### src/rtl/clock_tick_extractor.sv
// rtl/clock_tick_extractor.sv - divided-clock bit selector, resync, rising-edge tick and period meter
module clock_tick_extractor #(
  parameter int WIDTH       = 32,
  parameter int SYNC_STAGES = 2,
  parameter int PERIOD_W    = 32
) (
  input  logic                     clock,
  input  logic                     reset,
  input  logic [WIDTH-1:0]         divided_clocks,
  input  logic [$clog2(WIDTH)-1:0] sel,
  output logic                     tick,
  output logic [PERIOD_W-1:0]      period,
  output logic                     period_valid,
  output logic                     sel_busy
);
  localparam int SEL_W = $clog2(WIDTH);
  localparam int SET_W = $clog2(SYNC_STAGES + 2);
  localparam logic [SET_W-1:0] SETTLE_LOAD = SET_W'(SYNC_STAGES + 1);

  typedef enum logic [1:0] {ST_SETTLE, ST_ARM, ST_TRACK} state_t;

  state_t                 state_q, state_d;
  logic [SET_W-1:0]       settle_q, settle_d;
  logic [SEL_W-1:0]       sel_q, sel_d;
  logic [SYNC_STAGES-1:0] sync_q, sync_d;
  logic                   prev_q, prev_d;
  logic [PERIOD_W-1:0]    cnt_q, cnt_d;
  logic                   tick_q, tick_d;
  logic [PERIOD_W-1:0]    period_q, period_d;
  logic                   valid_q, valid_d;

  logic sel_bit;
  logic sel_changed;
  logic edge_seen;

  // Indices at or beyond WIDTH fall through the loop and read as 0.
  always_comb begin
    sel_bit = 1'b0;
    for (int i = 0; i < WIDTH; i++) begin
      if (sel_q == SEL_W'(i)) sel_bit = divided_clocks[i];
    end
  end

  assign sel_changed = (sel != sel_q);
  assign edge_seen   = sync_q[SYNC_STAGES-1] & ~prev_q;

  always_ff @(posedge clock) begin
    if (!reset) begin
      state_q  <= ST_SETTLE;
      settle_q <= SETTLE_LOAD;
      sel_q    <= sel;
      sync_q   <= '0;
      prev_q   <= 1'b0;
      cnt_q    <= '0;
      tick_q   <= 1'b0;
      period_q <= '0;
      valid_q  <= 1'b0;
    end else begin
      state_q  <= state_d;
      settle_q <= settle_d;
      sel_q    <= sel_d;
      sync_q   <= sync_d;
      prev_q   <= prev_d;
      cnt_q    <= cnt_d;
      tick_q   <= tick_d;
      period_q <= period_d;
      valid_q  <= valid_d;
    end
  end

  always_comb begin
    state_d  = state_q;
    settle_d = settle_q;
    if (sel_changed) begin
      state_d  = ST_SETTLE;
      settle_d = SETTLE_LOAD;
    end else begin
      case (state_q)
        ST_SETTLE: begin
          settle_d = settle_q - 1'b1;
          if (settle_q <= SET_W'(1)) state_d = ST_ARM;
        end
        ST_ARM:   if (edge_seen) state_d = ST_TRACK;
        ST_TRACK: state_d = ST_TRACK;
        default:  begin
          state_d  = ST_SETTLE;
          settle_d = SETTLE_LOAD;
        end
      endcase
    end
  end

  // prev follows the chain every cycle, so it already holds the settled level when ARM starts.
  always_comb begin
    sel_d     = sel;
    sync_d    = '0;
    sync_d[0] = sel_bit;
    for (int i = 1; i < SYNC_STAGES; i++) begin
      sync_d[i] = sync_q[i-1];
    end
    prev_d   = sync_q[SYNC_STAGES-1];
    cnt_d    = cnt_q;
    tick_d   = 1'b0;
    period_d = period_q;
    valid_d  = valid_q;
    if (sel_changed) begin
      sync_d  = '0;
      prev_d  = 1'b0;
      valid_d = 1'b0;
    end else begin
      case (state_q)
        ST_ARM: begin
          if (edge_seen) begin
            tick_d = 1'b1;
            cnt_d  = PERIOD_W'(1);
          end
        end
        ST_TRACK: begin
          cnt_d = (cnt_q == {PERIOD_W{1'b1}}) ? cnt_q : cnt_q + 1'b1;
          if (edge_seen) begin
            tick_d   = 1'b1;
            period_d = cnt_q;
            valid_d  = 1'b1;
            cnt_d    = PERIOD_W'(1);
          end
        end
        default: ;
      endcase
    end
  end

  always_comb begin
    tick         = tick_q;
    period       = period_q;
    period_valid = valid_q;
    sel_busy     = (state_q == ST_SETTLE);
  end

endmodule

### config.mk
export PLATFORM = sky130hd
export DESIGN_NAME = clock_tick_extractor
export DESIGN_NICKNAME = d
export VERILOG_FILES = /design/src/rtl/clock_tick_extractor.sv
export SDC_FILE = /design/constraint.sdc
export NUM_CORES = 1
export LEC_CHECK = 0
export CAP_MARGIN = 20
export CORE_MARGIN = 3
export CORE_UTILIZATION = 30
export CTS_CLUSTER_DIAMETER = 50
export CTS_CLUSTER_SIZE = 28
export DETAILED_ROUTE_END_ITERATION = 16
export SETUP_SLACK_MARGIN = 0.4
export SYNTH_ARGS = -nofsm -noshare
export SYNTH_HDL_FRONTEND = slang
export SYNTH_SLANG_ARGS = --single-unit
### constraint.sdc
create_clock -name clock -period 2.9 [get_ports clock]
set_input_delay 0.29 -clock clock [delete_from_list [all_inputs] [get_ports clock]]
set_output_delay 0.29 -clock clock [all_outputs]
set_load 0.01 [all_outputs]
==> metrics.md <==
| Metric | Value |
|---|---|
| Min cycle time layout | 2.34 ns |
| Crit-path slowest cell | dfxtp_1 |
| DP Area | 4930 um2 |
| Cell Rows | 41 |
| Longest Clk Path Bufs | 2 |
| Crit share post-route | 80.6% |
| Power Density | 447 nW/um2 |
| P_leak | 0.00169 uW |
| Unrepaired setup endpoints after global routing | false |
| CP delay by family, top | simple AND/OR/NAND/NOR gates |
| Clock root cell | clkbuf_16 |
| 1st-pass router iterations | 4 |
| Post-Place Cells | 693 |
| Global Route Usage Sum | 13.5% |
| CP bufs+invs | 0 |
| Fin cells | 709 |
| CP Capture Type | flip-flop |
| Reg2Reg Depth | 5 |
| Final hold vios | 0 |
| Setup-failing EPs final | 0 |
| Status | complete, no violations |
| Max Clk Rate | 428 MHz |
| Area Growth Syn to Fin | 30.1% |
| Initial antenna violation count | 0 |
| Slew @ Worst Pin | 0.526 ns |
| TritonCTS buffer count | 9 |
| Wire length per cell | 13.8 um |
| Largest net degree at the start of global routing | 33 |
| Vias in the first global route | 3,452 |
| H-tree depth | 3 |
| Nets | 576 |
| Filler cells | 1,290 |
| Synthesized net count | 511 |
| Hold_buf cts | 0 |
| Crit start category | flip-flop |
| Critical path peak fanout | 15 |
| Skew final | 0.00590 ns |
| Gate count of the mapped netlist | 467 |
| Ys async rst share | 0% |
| Clk sinks | 78 |
| Later-pin clock latency in the skew report | 0.33 ns |
| Unique masters post-synth | 59 |
| Critical path depth | 5 |
| Crit path kind | flip-flop to flip-flop |
| Share of the synthesized area in the top cell type | 38.9% |
| Vias | 3,686 |
| DRT Wirelength | 9.81 mm |
| Setup TNS | 0 ns |
| Layout cells sized above 1 | 7.26% |
| Average size of a mapped cell | 8.59 um2 |
| Slew headroom | 64.9% |
| DP HPWL | 7.20 mm |
| CTS tree | done |
| Synth warn | 0 |
| Hold path depth | 1 |
| Worst Path Arrival | 2.60 ns |
| Gpl congestion | 0.836 |
| Peak VDD IR | 0.293 mV |
| FF+latch count, synth | 78 |
| Area leader, netlist | dfxtp_1 |
| Final Cell Area | 5220 um2 |
| Die span in y | 122 um |
| Clock transition at path regs | 0.06 ns |
| Vias/cell | 5.20 |
| Top post-synthesis cells by area | dfxtp_1 39%, mux2i_1 9.5%, a21oi_1 4.7% |
| Most frequent cells in the layout | 78 x dfxtp_1, 73 x clkdlybuf4s50_1, 46 x nor2_1 |
| Tightest Hold Check Type | flip-flop to flip-flop |
| Max-cap viol count | 0 |
| Effective utilization at floorplan | 31.3% |
| Critical path origin | sel_q[3] |
| Antenna cells | 0 |
| Die width | 122 um |
| Port bufs | 73 |
| Gr ovfl total | 0 |
| Resize count post-CTS | 0 |
| Synthesized cell area | 4010 um2 |
| Cells along the critical path | xnor2_1 -> o2111a_1 -> nand3_1 -> or4_1 -> a21oi_1 |
| Data required time of the worst path | 3.16 ns |
| Seq/Total Area, Yosys | 38.9% |
| Final ANT Viol Nets | 0 |
| Initial drt markers | 221 |
| Die area | 14,800 um2 |
| Global-route wire length before repair | 16.4 mm |
| Hold Slack | 0.439 ns |
| Postcts setup bufs | 0 |
| DRC viols | 0 |
| Reg2Reg Launch Point | sel_q[3] |
| Most used DFF post-synth | dfxtp_1 |
| Post-synth EDFFs | 0 |
| Leading cell type in the layout, fill and taps excluded | dfxtp_1 |
| Core ar. | 12,800 um2 |
| Crit path largest cell delay | 0.65 ns |
| Hold_sp | sync_q[0] |
| Max-slew violations | 0 |
| Finished Core Util | 40.7% |
| Boundary pin count | 74 |
-- cell usage after synthesis (all sizes together), types with 6 or more instances --
cell type,number
nand4,11
inv,11
a21oi,38
mux2i,38
dfxtp,78
nor3,8
or3,11
nand2b,7
and3,9
clkbuf,16
or4,19
nand2,20
nor2,46
and2,8
o31ai,18
buf,15
o21ai,19
o211ai,10
nor4,6
nand3,20
-- through the flow --
step	power (uW)	setup slack (ns)
final	2330	0.564
after CTS	2380	0.584
after detailed placement	1260	0.467
after floorplan	1190	0.960
after global routing	2440	0.414
after global placement	1260	0.544
-- flip-flops by register name, indices dropped and copies added, names as in the netlist --
register      count
sel_q             5
period_valid      1
state_q           2
settle_q          2
sync_q            2
period           32
tick              1
cnt_q            32
prev_q            1
-- cell type report --
cell class	instances	area, um2	share of cell area, %
inverters	12	45.0	0.863
repair buffers	85	833	16.0
multi-input cells	346	2270	43.5
clock buffers	10	229	4.39
clock inverters	6	62.6	1.20
well taps	172	215	4.12
flip-flops and latches	78	1560	29.9
-- logic make-up after synthesis --
| logic type | count (synthesis) | share of synthesized area (%) |
|---|---|---|
| and+or+nand+nor | 184 | 25.8 |
| AOI/OAI and AO/OA | 113 | 18.3 |
| DFF | 78 | 38.9 |
| buffers and inverters | 43 | 4.58 |
| muxes | 39 | 9.76 |
| xor gates and xnor gates | 5 | 1.09 |
| adders and majority gates | 5 | 1.56 |
-- power by group --
| group | switching, uW | internal (uW) | total (uW) | leakage, uW |
|---|---|---|---|---|
| clock network | 431 | 664 | 1100 | 0.000146 |
| registers | 8.80 | 1080 | 1090 | 0.000630 |
| logic | 70.8 | 82.5 | 153 | 0.000912 |
| total | 511 | 1820 | 2330 | 0.00169 |
-- final timing paths --
check                           slack [ns]        end
worst max-delay path                  0.56   cnt_q[7]
worst min-delay path                  0.44  sync_q[1]
worst max register to register        0.56   cnt_q[7]
worst min register to register        0.44  sync_q[1]
-- worst reg2reg max path, cell delays in order (launching register included) --
cell and delay (ns):
dfxtp_1 0.65, xnor2_1 0.20, o2111a_1 0.36, nand3_1 0.29
or4_1 0.59, a21oi_1 0.18
-- layer usage --
layer / up-vias / wire, um / GRT usage, %
met2: 77 / 4630 / 21.5
met1: 1714 / 4560 / 17.6
met5: - / 0 / 0
met3: 10 / 516 / 4.46
li1: 1885 / - / -
met4: 0 / 104 / 3.92
Power figures use the tool's default switching activity.
